--- config.mk ---
export PLATFORM = sky130hd
export DESIGN_NAME = raster_scan_counter
export DESIGN_NICKNAME = d
export VERILOG_FILES = /design/src/rtl/raster_pkg.sv /design/src/rtl/wrap_counter.sv /design/src/rtl/raster_scan_counter.sv
export SDC_FILE = /design/constraint.sdc
export NUM_CORES = 1
export LEC_CHECK = 0
export BUFFER_PORTS_ARGS = -buffer_cell sky130_fd_sc_hd__buf_2
export CORE_UTILIZATION = 45
export DETAILED_ROUTE_END_ITERATION = 7
export GPL_ROUTABILITY_DRIVEN = 0
export PLACE_DENSITY = 0.67
export SLEW_MARGIN = 0
export SYNTH_ARGS = -nofsm -noshare
export SYNTH_HDL_FRONTEND = slang
export SYNTH_SLANG_ARGS = --single-unit
--- constraint.sdc ---
create_clock -name clock -period 10 [get_ports clock]
set_input_delay 1 -clock clock [delete_from_list [all_inputs] [get_ports clock]]
set_output_delay 1 -clock clock [all_outputs]
set_load 0.02 [all_outputs]
--- src/rtl/raster_pkg.sv ---
// Shared types and parameter legality helpers for the raster scan counter.
// The assert macro is expanded inside a generate scope of the instantiating module.
`ifndef RASTER_PKG_SV
`define RASTER_PKG_SV
`define RASTER_STATIC_ASSERT(cond, msg) \
  if (!(cond)) begin : g_static_assert \
    $error(msg); \
  end
`endif

package raster_pkg;

  typedef enum logic [1:0] {
    IDLE,
    RUN,
    DONE
  } scan_state_t;

  function automatic bit params_ok(
    input int xb,
    input int yb,
    input int xc,
    input int yc,
    input int ab
  );
    return (xc >= 2) && (xc <= (1 << xb)) &&
           (yc >= 1) && (yc <= (1 << yb)) &&
           (ab >= xb + yb);
  endfunction

endpackage

--- src/rtl/wrap_counter.sv ---
// Up/down counter over 0..COUNT-1 with at-end flag and wrap-to-start load.
// The wrap target is chosen by the caller so serpentine rows can flip direction.
module wrap_counter #(
  parameter int BITS  = 10,
  parameter int COUNT = 100
) (
  input  logic            clock,
  input  logic            reset,
  input  logic            clr_i,
  input  logic            en_i,
  input  logic            down_i,
  input  logic            wrap_hi_i,
  output logic [BITS-1:0] q_o,
  output logic            at_end_o
);

  localparam logic [BITS-1:0] LAST = BITS'(COUNT - 1);

  logic [BITS-1:0] q_q, q_d;

  assign at_end_o = down_i ? (q_q == '0) : (q_q == LAST);
  assign q_o      = q_q;

  always_comb begin
    q_d = q_q;
    if (clr_i) begin
      q_d = '0;
    end else if (en_i) begin
      if (at_end_o)    q_d = wrap_hi_i ? LAST : '0;
      else if (down_i) q_d = q_q - 1'b1;
      else             q_d = q_q + 1'b1;
    end
  end

  always_ff @(posedge clock) begin
    if (reset) q_q <= '0;
    else       q_q <= q_d;
  end

endmodule

--- src/rtl/raster_scan_counter.sv ---
// 2-D raster scan generator: walks X_COUNT x Y_COUNT cells with stall,
// optional serpentine ordering, linear address and line/frame strobes.
module raster_scan_counter
  import raster_pkg::*;
#(
  parameter int X_BITS     = 10,
  parameter int Y_BITS     = 11,
  parameter int X_COUNT    = 100,
  parameter int Y_COUNT    = 200,
  parameter int SERPENTINE = 0,
  parameter int ADDR_BITS  = X_BITS + Y_BITS
) (
  input  logic                 clock,
  input  logic                 reset,
  input  logic                 start,
  input  logic                 hold,
  output logic [X_BITS-1:0]    x,
  output logic [Y_BITS-1:0]    y,
  output logic [ADDR_BITS-1:0] addr,
  output logic                 busy,
  output logic                 line_end,
  output logic                 frame_done
);

  `RASTER_STATIC_ASSERT(params_ok(X_BITS, Y_BITS, X_COUNT, Y_COUNT, ADDR_BITS),
                        "raster_scan_counter: illegal parameters")

  localparam logic [Y_BITS-1:0] Y_LAST = Y_BITS'(Y_COUNT - 1);
  localparam bit                SERP   = (SERPENTINE != 0);

  scan_state_t       state_q, state_d;
  logic [Y_BITS-1:0] y_q, y_d;
  logic              adv, x_end, last, down, wrap_hi;

  assign busy       = (state_q == RUN);
  assign frame_done = (state_q == DONE);
  assign adv        = busy & ~hold;
  // Odd serpentine rows scan right-to-left; the wrap target is the next row's start.
  assign down       = SERP & y_q[0];
  assign wrap_hi    = SERP & ~y_q[0];
  assign last       = (y_q == Y_LAST) & x_end;
  assign line_end   = adv & x_end;

  wrap_counter #(
    .BITS (X_BITS),
    .COUNT(X_COUNT)
  ) u_x (
    .clock    (clock),
    .reset    (reset),
    .clr_i    (adv & last),
    .en_i     (adv),
    .down_i   (down),
    .wrap_hi_i(wrap_hi),
    .q_o      (x),
    .at_end_o (x_end)
  );

  always_comb begin
    state_d = state_q;
    y_d     = y_q;
    unique case (state_q)
      IDLE: if (start) state_d = RUN;
      RUN: begin
        if (adv && last) begin
          state_d = DONE;
          y_d     = '0;
        end else if (adv && x_end) begin
          y_d = y_q + 1'b1;
        end
      end
      DONE:    state_d = IDLE;
      default: state_d = IDLE;
    endcase
  end

  always_ff @(posedge clock) begin
    if (reset) begin
      state_q <= IDLE;
      y_q     <= '0;
    end else begin
      state_q <= state_d;
      y_q     <= y_d;
    end
  end

  assign y    = y_q;
  assign addr = ADDR_BITS'(y_q) * ADDR_BITS'(X_COUNT) + ADDR_BITS'(x);

endmodule

== Word level (Yosys, flattened, before mapping) ==
Index checks and enable logic that the tools add are counted.

* Register bits after elaboration: 23
* Bits in latches: 0
* Bits in writable memories: 0
* ROM bits: 0
* Input bits: 4
* Output and inout bits: 45
* Word-level logic and storage cells: 31
* Memories kept: 0

* Add/sub/neg operators: 3
* $mul: 1
* Div/mod/pow operators: 0
* Order comparisons: 0
* Equality and inequality tests: 6
* Shift-type cells: 0
* Muxes and demuxes: 6
* Bitwise operators: 5
* Reductions and logical operators: 7

{| class="wikitable"
|+ Operators by type and width
! kind !! number
|-
| 2-to-1 mux 11 bit || 2
|-
| adder 18 x 10 -> 19 bit || 1
|-
| multiplier 11 x 5 -> 16 bit, second input constant || 1
|-
| adder 11 x 1 -> 11 bit, second input constant || 1
|-
| equality test 11 x 8 -> 1 bit, second input constant || 1
|-
| adder 10 x 1 -> 10 bit, second input constant || 1
|-
| equality test 10 x 7 -> 1 bit, second input constant || 1
|-
| 2-to-1 mux 10 bit || 1
|-
| AND 1 bit || 4
|-
| 2-to-1 mux 2 bit || 2
|-
| one-hot mux 2 bit (2 select lines) || 1
|-
| AND reduction 2 bit || 2
|-
| equality test 2 x 1 -> 1 bit, second input constant || 1
|-
| equality test 2 bit, second input constant || 1
|-
| logical AND 1 bit || 2
|-
| zero test 2 bit || 1
|-
| != test 2 x 1 -> 1 bit, second input constant || 1
|-
| != test 2 bit, second input constant || 1
|-
| nonzero test 2 bit || 1
|-
| OR reduction 2 bit || 1
|-
| inverter 1 bit || 1
|}

== Logic depth before layout (Yosys ltp) ==
Gate-level depths: netlist of run 1.

* Word-level depth: 5
* Mapped depth: 16
* Gate-level depth less buffers: 16

== By module ==
A second synthesis of run 1 with hierarchy kept.

* Cells, all modules: 357
* Area, all modules: 2950.3 um^2

{| class="wikitable"
|+ Modules (own cells, without submodules)
! module !! instances !! cells an instance !! area an instance (um^2) !! sequential area each (um^2)
|-
| raster_scan_counter || 1 || 264 || 2194.6 || 260.2
|-
| wrap_counter || 1 || 93 || 755.7 || 200.2
|}

== Least setup slack after synthesis of run 1 ==
Ideal clock, no wire load.

* Kind: register -> output
* Start point: register y_q[3], in the netlist y[3]
* End point: output port addr[11]
* Data arrival time: 3865 ps
* Data required time: 9000 ps
* Setup slack: 5135 ps
* Cell stages (with the launch flop): 16
* Path buffers: 0
* Path through: dfxtp_1 -> inv_1 -> ha_1 -> inv_1 -> ha_1 -> fa_1 -> ha_1 -> xnor2_1 -> ha_1 -> o21a_1 -> o21a_1 -> o22ai_2 -> nor2_1 -> mux2_2 -> a221oi_1 -> xnor2_1

* Word-level cells in the longest chain between the ends: 2

{| class="wikitable"
|+ RTL lines
! what !! RTL line !! RTL
|-
| from (decl) || raster_scan_counter.sv:32 || <nowiki>logic [Y_BITS-1:0] y_q, y_d;</nowiki>
|-
| from (signal assigned) || raster_scan_counter.sv:82 || <nowiki>y_q <= y_d;</nowiki>
|-
| multiplier 11 x 5 -> 16 bit || raster_scan_counter.sv:87 || <nowiki>assign addr = ADDR_BITS'(y_q) * ADDR_BITS'(X_COUNT) + ADDR_BITS'(x);</nowiki>
|-
| adder 18 x 10 -> 19 bit || raster_scan_counter.sv:87 ||
|-
| to (decl) || raster_scan_counter.sv:19 || <nowiki>output logic [ADDR_BITS-1:0] addr,</nowiki>
|}

No other way between the ends.

== Final worst setup path of run 1 ==
Same ends and word-level chain as after synthesis.

==> results of run 1 <==
[metal layers]
| metal | GRT usage | routed length, um | part of all wire |
|---|---|---|---|
| met3 | 0.02184 | 160 | 0.028 |
| met5 | 0 | 0 | 0 |
| met4 | 0.05455 | 65 | 0.011 |
| met2 | 0.3216 | 2581 | 0.46 |
| met1 | 0.2633 | 2860 | 0.50 |
[synth_stat cells (2+ instances only)]
| library cell | instances |
|---|---|
| sky130_fd_sc_hd__a211oi_1 | 5 |
| sky130_fd_sc_hd__nor3b_1 | 2 |
| sky130_fd_sc_hd__nand2b_1 | 8 |
| sky130_fd_sc_hd__nand2_1 | 20 |
| sky130_fd_sc_hd__nor3_1 | 5 |
| sky130_fd_sc_hd__a21oi_1 | 15 |
| sky130_fd_sc_hd__fa_1 | 7 |
| sky130_fd_sc_hd__and3_1 | 5 |
| sky130_fd_sc_hd__xor2_1 | 17 |
| sky130_fd_sc_hd__o21ai_0 | 5 |
| sky130_fd_sc_hd__nor4_1 | 2 |
| sky130_fd_sc_hd__a21o_1 | 5 |
| sky130_fd_sc_hd__nand3_1 | 12 |
| sky130_fd_sc_hd__clkbuf_1 | 3 |
| sky130_fd_sc_hd__dfxtp_1 | 23 |
| sky130_fd_sc_hd__nor2b_1 | 3 |
| sky130_fd_sc_hd__xnor2_1 | 24 |
| sky130_fd_sc_hd__nor2_1 | 36 |
| sky130_fd_sc_hd__buf_2 | 4 |
| sky130_fd_sc_hd__o21a_1 | 2 |
| sky130_fd_sc_hd__nand4_1 | 6 |
| sky130_fd_sc_hd__inv_1 | 37 |
| sky130_fd_sc_hd__o211ai_1 | 2 |
| sky130_fd_sc_hd__o21ai_1 | 3 |
| sky130_fd_sc_hd__buf_4 | 4 |
| sky130_fd_sc_hd__ha_1 | 49 |
[worst paths after layout]
| check | from | endpoint | slack [ns] |
|---|---|---|---|
| hold / removal | state_q[1] | state_q[0] | 0.44 |
| setup reg to reg | u_x.q_o[0] | y[9] | 7.36 |
| setup / recovery | y[3] | addr[11] | 4.69 |
| hold reg to reg | state_q[1] | state_q[0] | 0.44 |
[logic make-up (layout without fill, tap and decap cells)]
group | Yosys count | after routing
buf+inv | 48 | 87
flops | 23 | 23
xor+xnor | 41 | 41
simple gates | 108 | 108
mux | 2 | 2
fa+ha+maj | 56 | 56
other cells | 1 | 2
compound gates | 50 | 50
[through the flow]
step / util / hold WS (ns) / cells / area (um2)
5_1_grt: 0.5319 / 0.4608 / 441 / 2983
6_report: 0.5319 / 0.4378 / 441 / 2983
2_1_floorplan: - / 0.4055 / 330 / 2678
4_1_cts: 0.5319 / 0.4401 / 441 / 2983
3_3_place_gp: 0.5237 / 0.4233 / 437 / 2937
3_5_place_dp: 0.5237 / 0.4274 / 437 / 2937
[layout by cell type, fill, tap and decap left out, types with 2 or more instances in the layout]
master,instances
sky130_fd_sc_hd__and3_1,5
sky130_fd_sc_hd__nor2b_1,3
sky130_fd_sc_hd__buf_2,46
sky130_fd_sc_hd__nor3_1,5
sky130_fd_sc_hd__o21ai_1,3
sky130_fd_sc_hd__a211oi_1,5
sky130_fd_sc_hd__nor4_1,2
sky130_fd_sc_hd__o211ai_1,2
sky130_fd_sc_hd__xnor2_1,24
sky130_fd_sc_hd__nor2_1,36
sky130_fd_sc_hd__o21ai_0,5
sky130_fd_sc_hd__nand3_1,12
sky130_fd_sc_hd__ha_1,49
sky130_fd_sc_hd__nand4_1,6
sky130_fd_sc_hd__xor2_1,17
sky130_fd_sc_hd__nand2_1,20
sky130_fd_sc_hd__a21o_1,5
sky130_fd_sc_hd__fa_1,7
sky130_fd_sc_hd__a21oi_1,15
sky130_fd_sc_hd__conb_1,2
sky130_fd_sc_hd__clkbuf_8,3
sky130_fd_sc_hd__dfxtp_1,23
sky130_fd_sc_hd__nor3b_1,2
sky130_fd_sc_hd__inv_1,37
sky130_fd_sc_hd__nand2b_1,8
sky130_fd_sc_hd__o21a_1,2
[registers in the layout, indices dropped and copies added, names as in the netlist]
name and cells:
state_q 2, u_x.q_o 10, y 11
[power by group]
| part | internal (mW) | switching (mW) |
|---|---|---|
| logic | 0.00210 | 0.00516 |
| registers | 0.0921 | 0.000713 |
| clock network | 0.0279 | 0.0312 |
[critical path, stage by stage, from the launching register on]
cell	delay [ns]
sky130_fd_sc_hd__dfxtp_1	0.44
sky130_fd_sc_hd__inv_1	0.07
sky130_fd_sc_hd__ha_1	0.27
sky130_fd_sc_hd__inv_1	0.04
sky130_fd_sc_hd__ha_1	0.30
sky130_fd_sc_hd__fa_1	0.46
sky130_fd_sc_hd__ha_1	0.39
sky130_fd_sc_hd__xnor2_1	0.16
sky130_fd_sc_hd__ha_1	0.34
sky130_fd_sc_hd__o21a_1	0.12
sky130_fd_sc_hd__o21a_1	0.19
sky130_fd_sc_hd__o22ai_2	0.29
sky130_fd_sc_hd__nor2_1	0.09
sky130_fd_sc_hd__mux2_2	0.27
sky130_fd_sc_hd__a221oi_1	0.29
sky130_fd_sc_hd__xnor2_1	0.15
sky130_fd_sc_hd__buf_2	0.18
[cell type report]
type,instances,share of cell area
timing repair buffer,46,0.07718
inverter,37,0.04656
tap,72,0.03020
clock inverter,1,0.001678
clock buffer,3,0.01384
multi-input combinational,259,0.6762
sequential,23,0.1544
==> Flow_metrics.wiki, run 1 <==
{| class="wikitable"
! Metric !! Value
|-
| Outcome || complete, no violations
|-
| Starting utilization of the core area || 0.4768
|-
| Final setup TNS || 0 ns
|-
| Number of maximum-capacitance violations || 0
|-
| Path type of the worst min-delay path || reg2reg
|-
| FFs w/ async S/R, synth || 0
|-
| Number of max-slew violations in the final report || 0
|-
| Initial antenna violation count || 0
|-
| R2r worst-path depth || 7
|-
| CP Launch Type || register
|-
| Post-Route WL || 5666 um
|-
| Post-placement setup slack || 4.976 ns
|-
| Required time of the critical path || 9.00 ns
|-
| Number of H-tree branching levels || 1
|-
| Endpoints failing hold || 0
|-
| Number of rows created at floorplan || 27
|-
| DRC viols || 0
|-
| Post-synthesis share of cell area spent on full adders, half adders and majority gates || 0.2817
|-
| Count of antenna-violating nets left after detailed routing || 0
|-
| Largest fanout on the critical path || 6
|-
| Clock buffer count from CTS || 3
|-
| Hold-critical path depth || 1
|-
| Fin nets || 430
|-
| Cells after Synth || 329
|-
| Overall die width || 79.09 um
|-
| Via count of the first global-routing pass || 2204
|-
| Achievable frequency || 0.1882 GHz
|-
| Synthesized-area fraction occupied by ao, oa, aoi and oai cells || 0.1292
|-
| Synthesized flop and latch total || 23
|-
| Full die area || 6254 um2
|-
| Primary flip-flop cell chosen by synthesis mapping || sky130_fd_sc_hd__dfxtp_1
|-
| Power density over the cells || 53.34 nW/um2
|-
| Drt pass-1 iters || 4
|-
| Sequential share of the synthesized area || 0.1722
|-
| Unrepaired setup endpoints after global routing || false
|-
| Total routing usage reported by global routing || 0.1937
|-
| Clock transition at path regs || 0.09 ns
|-
| Congestion Overflow GR || 0
|-
| Post-synth EDFFs || 0
|-
| Count of hold-fix buffers inserted at cts || 0
|-
| Antenna cell count || 0
|-
| Pin count of the biggest net entering global routing || 15
|-
| Worst-case headroom to the max-slew limit || 0.3199
|-
| Post-CTS Resized || 0
|-
| Category of the critical setup timing path || reg2out
|-
| Crit path setup slack, layout || 4.688 ns
|-
| Routed wire per std cell || 12.85 um
|-
| Worst-case clock skew || 0.007966 ns
|-
| Slew at the pin closest to its max-slew limit || 1.018 ns
|-
| Detailed-placement wirelength estimate || 4602 um
|-
| Post-synthesis cell area || 2674 um2
|-
| Area fraction of the dominant cell type after synthesis || 0.2293
|-
| Area overhead of the layout relative to synthesis || 11.56%
|-
| Area of the multi-input gates || 2017 um2
|-
| Type of destination of the critical path || output port
|-
| Combinational family with the most area after synthesis || adder cells
|-
| Max Root-Sink Buffers || 2
|-
| CTS tree || done
|-
| Core area || 5608 um2
|-
| First-pass GRT wire length || 9825 um
|-
| Worst-case vdd ir drop || 57.84 uV
|-
| Design Power || 0.1591 mW
|-
| Detailed Route Iter0 Violations || 130
|-
| Number of sinks handled by clock tree synthesis || 23
|-
| Min cycle time layout || 5.312 ns
|-
| CP Data Arrival Time || 4.31 ns
|-
| Count of endpoints failing setup in the final report || 0
|-
| Synthesized-area fraction occupied by and/or/nand/nor cells || 0.1984
|-
| Vias per Instance || 5.222
|-
| Final period utilization || 0.5312
|-
| Skew-Pair Late Insertion Delay || 0.27 ns
|-
| Standby leakage power || 1.578 nW
|-
| Fill count || 590
|-
| Vias after detailed routing || 2303
|-
| Yosys warns || 0
|-
| Combined flip-flop and latch cell area || 460.4 um2
|-
| XOR/XNOR Fraction of Synth Area || 0.1343
|-
| Clock tree root driver cell || sky130_fd_sc_hd__clkbuf_8
|-
| IO Port Bufs || 46
|-
| Mux contribution to synthesized area || 0.007955
|-
| Average size of a mapped cell || 8.127 um2
|-
| Top-level port count || 49
|-
| Distinct cell type count after synthesis || 51
|-
| Top cells by area, synth || sky130_fd_sc_hd__ha_1 (23%), sky130_fd_sc_hd__dfxtp_1 (17%), sky130_fd_sc_hd__xnor2_1 (7.9%), sky130_fd_sc_hd__xor2_1 (5.6%), sky130_fd_sc_hd__fa_1 (5.2%)
|-
| Layout cell share with drive strength beyond 1 || 0.1599
|-
| Setup repair bufs after CTS || 0
|-
| Floorplan die height || 79.09 um
|-
| Leading area contributor after synthesis || sky130_fd_sc_hd__ha_1
|}
Note: power is estimated with default switching activity, not from simulation.
==> run 2, diff against run 1 <==
Clock period 10 ns to 5.2 ns, I/O delays scaled along.
==> run 2 against run 1 <==
  * Sequential share of layout area did not move
  * Clock-buffer cell count did not move
  * Register-to-register slack got worse by 4.8 ns
  * Via count fell by 0.39%
  * Global-route usage barely moved
  * Non-clock buffer count did not move
==> Flow_metrics.wiki, run 2 (synthesis results as in run 1) <==
{| class="wikitable"
! Metric !! Value
|-
| Outcome || complete, no violations
|-
| Post-route design area || 2983 um2 (unchanged)
|-
| First-pass GRT wire length || 9798 um (-0.27%)
|-
| Min-delay src || reset
|-
| Largest fanout on the critical path || 6 (unchanged)
|-
| Detailed Route Iter0 Violations || 121 (-6.9%)
|-
| Vias per Instance || 5.202 (-0.39%)
|-
| Crit path setup slack, layout || 0.3617 ns (-4.326 ns)
|-
| Endpoints failing hold || 0 (unchanged)
|-
| Starting utilization of the core area || 0.4768 (unchanged)
|-
| Hold-critical path depth || 2 (+1)
|-
| Min cycle time layout || 4.838 ns
|-
| Post-placement setup slack || 0.6693 ns (-4.307 ns)
|-
| Worst-case headroom to the max-slew limit || 0.3288 (+0.008883)
|-
| Endpoint of the worst register-to-register path || y[9]
|-
| Count of antenna-violating nets left after detailed routing || 0 (unchanged)
|-
| Layout cell share with drive strength beyond 1 || 0.1599 (unchanged)
|-
| Fin nets || 430 (unchanged)
|-
| Max Root-Sink Buffers || 2 (unchanged)
|-
| Type of destination of the critical path || output port
|-
| Number of maximum-capacitance violations || 0 (unchanged)
|-
| Design Power || 0.3061 mW (+92%)
|-
| Top library cells by usage in the layout, fill and taps aside || sky130_fd_sc_hd__ha_1 (49), sky130_fd_sc_hd__buf_2 (46), sky130_fd_sc_hd__inv_1 (37), sky130_fd_sc_hd__nor2_1 (36), sky130_fd_sc_hd__xnor2_1 (24)
|-
| Pin count of the biggest net entering global routing || 15 (unchanged)
|-
| Total routing usage reported by global routing || 0.1939 (about the same)
|-
| Worst-case clock skew || 0.008025 ns (+0.00005871 ns)
|-
| Clock transition at path regs || 0.09 ns (about the same)
|-
| Final period utilization || 0.9304
|-
| CP Data Arrival Time || 4.32 ns (about the same)
|-
| Fill count || 578 (-2.0%)
|-
| Post-route non-filler standard cell count || 441 (unchanged)
|-
| Number of rows created at floorplan || 27 (unchanged)
|-
| Standby leakage power || 1.578 nW (unchanged)
|-
| Worst-case vdd ir drop || 100.1 uV (+73%)
|-
| Category of the critical setup timing path || reg2out
|-
| DRC viols || 0 (unchanged)
|-
| Worst r2r src || u_x.q_o[0]
|-
| Combined flip-flop and latch cell area || 460.4 um2 (unchanged)
|-
| Full die area || 6254 um2 (unchanged)
|-
| Vias after detailed routing || 2294 (-0.39%)
|-
| Post-route worst hold slack || 0.4362 ns (-0.001557 ns)
|-
| Number of sinks handled by clock tree synthesis || 23 (unchanged)
|-
| Overall die width || 79.09 um (unchanged)
|-
| Core area || 5608 um2 (unchanged)
|-
| Top-level port count || 49 (unchanged)
|-
| Cell Count Post-Placement || 437 (unchanged)
|-
| Routed wire per std cell || 12.72 um (-0.97%)
|-
| CP Launch Type || register
|-
| Path type of the worst min-delay path || in2reg
|-
| Drt pass-1 iters || 4 (unchanged)
|-
| R2r worst-path depth || 7 (unchanged)
|-
| Count of endpoints failing setup in the final report || 0 (unchanged)
|-
| Clock buffer count from CTS || 3 (unchanged)
|-
| Skew-Pair Late Insertion Delay || 0.27 ns (about the same)
|-
| Number of max-slew violations in the final report || 0 (unchanged)
|-
| Final setup TNS || 0 ns (unchanged)
|-
| Minimum setup slack among reg-to-reg paths || 2.55 ns (-4.81 ns)
|-
| Antenna cell count || 0 (unchanged)
|-
| CTS tree || done
|-
| Floorplan die height || 79.09 um (unchanged)
|-
| Max reg flops || 11 (unchanged)
|-
| Initial antenna violation count || 0 (unchanged)
|-
| Area overhead of the layout relative to synthesis || 11.56% (unchanged)
|-
| Fraction of the core area covered by cells at the end of the flow || 0.5319 (unchanged)
|-
| Required time of the critical path || 4.68 ns (-4.32 ns)
|-
| IO Port Bufs || 46 (unchanged)
|-
| Post-CTS Resized || 0 (unchanged)
|-
| Slew at the pin closest to its max-slew limit || 1.005 ns (-0.01330 ns)
|-
| Power density over the cells || 102.6 nW/um2 (+92%)
|-
| Via count of the first global-routing pass || 2183 (-0.95%)
|-
| Instance area after placement || 2937 um2 (unchanged)
|-
| Achievable frequency || 0.2067 GHz
|-
| Worst Hold Endpoint || state_q[1]
|-
| Leading cell type in the layout, fill and taps excluded || sky130_fd_sc_hd__ha_1
|-
| Post-Route WL || 5611 um (-0.97%)
|-
| Area of the multi-input gates || 2017 um2 (unchanged)
|-
| Number of H-tree branching levels || 1 (unchanged)
|-
| Unrepaired setup endpoints after global routing || false
|-
| Detailed-placement wirelength estimate || 4593 um (-0.19%)
|-
| Congestion Overflow GR || 0 (unchanged)
|-
| Setup repair bufs after CTS || 0 (unchanged)
|-
| Count of hold-fix buffers inserted at cts || 0 (unchanged)
|-
| Clock tree root driver cell || sky130_fd_sc_hd__clkbuf_8
|}
## run 2: worst max-delay path by stage
| stage | startpoint | endpoint | slack (ns) | cells after the start |
|---|---|---|---|---|
| final | y[3] | addr[11] | 0.36 | 16 |
| after global routing | y[3] | addr[11] | 0.14 | 16 |
| after floorplan | y[3] | addr[11] | 0.82 | 15 |
| after global placement | y[3] | addr[11] | 0.76 | 16 |
| after detailed placement | y[3] | addr[11] | 0.67 | 16 |
| after CTS | y[3] | addr[11] | 0.35 | 16 |
## run 2: worst max-delay path, cell delays in order (launching register included)
cell and delay (ns):
sky130_fd_sc_hd__dfxtp_1 0.44, sky130_fd_sc_hd__inv_1 0.07, sky130_fd_sc_hd__ha_1 0.27, sky130_fd_sc_hd__inv_1 0.04, sky130_fd_sc_hd__ha_1 0.30, sky130_fd_sc_hd__fa_1 0.46
sky130_fd_sc_hd__ha_1 0.39, sky130_fd_sc_hd__xnor2_1 0.16, sky130_fd_sc_hd__ha_1 0.34, sky130_fd_sc_hd__o21a_1 0.13, sky130_fd_sc_hd__o21a_1 0.19, sky130_fd_sc_hd__o22ai_2 0.27
sky130_fd_sc_hd__nor2_1 0.09, sky130_fd_sc_hd__mux2_2 0.27, sky130_fd_sc_hd__a221oi_1 0.30, sky130_fd_sc_hd__xnor2_1 0.15, sky130_fd_sc_hd__buf_2 0.18
## run 2: report_power, final
part | internal [mW] | total, mW | leakage (nW) | switching (mW)
Clock | 0.0536 | 0.114 | 0.0255 | 0.0600
Combinational | 0.00402 | 0.0139 | 1.37 | 0.00983
Sequential | 0.177 | 0.179 | 0.186 | 0.00143
Total | 0.235 | 0.306 | 1.58 | 0.0713
## run 2: per-layer routing
metal  GRT usage  share of wire
met4     0.06727          0.016
met3     0.02299          0.024
met5           0              0
met2      0.3043           0.44
met1      0.2723           0.52
## run 2: final cells by class
class / instances / share of cell area
Clock buffer: 3 / 0.01384
Clock inverter: 1 / 0.001678
Inverter: 37 / 0.04656
Multi-Input combinational cell: 259 / 0.6762
Sequential cell: 23 / 0.1544
Tap cell: 72 / 0.03020
Timing Repair Buffer: 46 / 0.07718
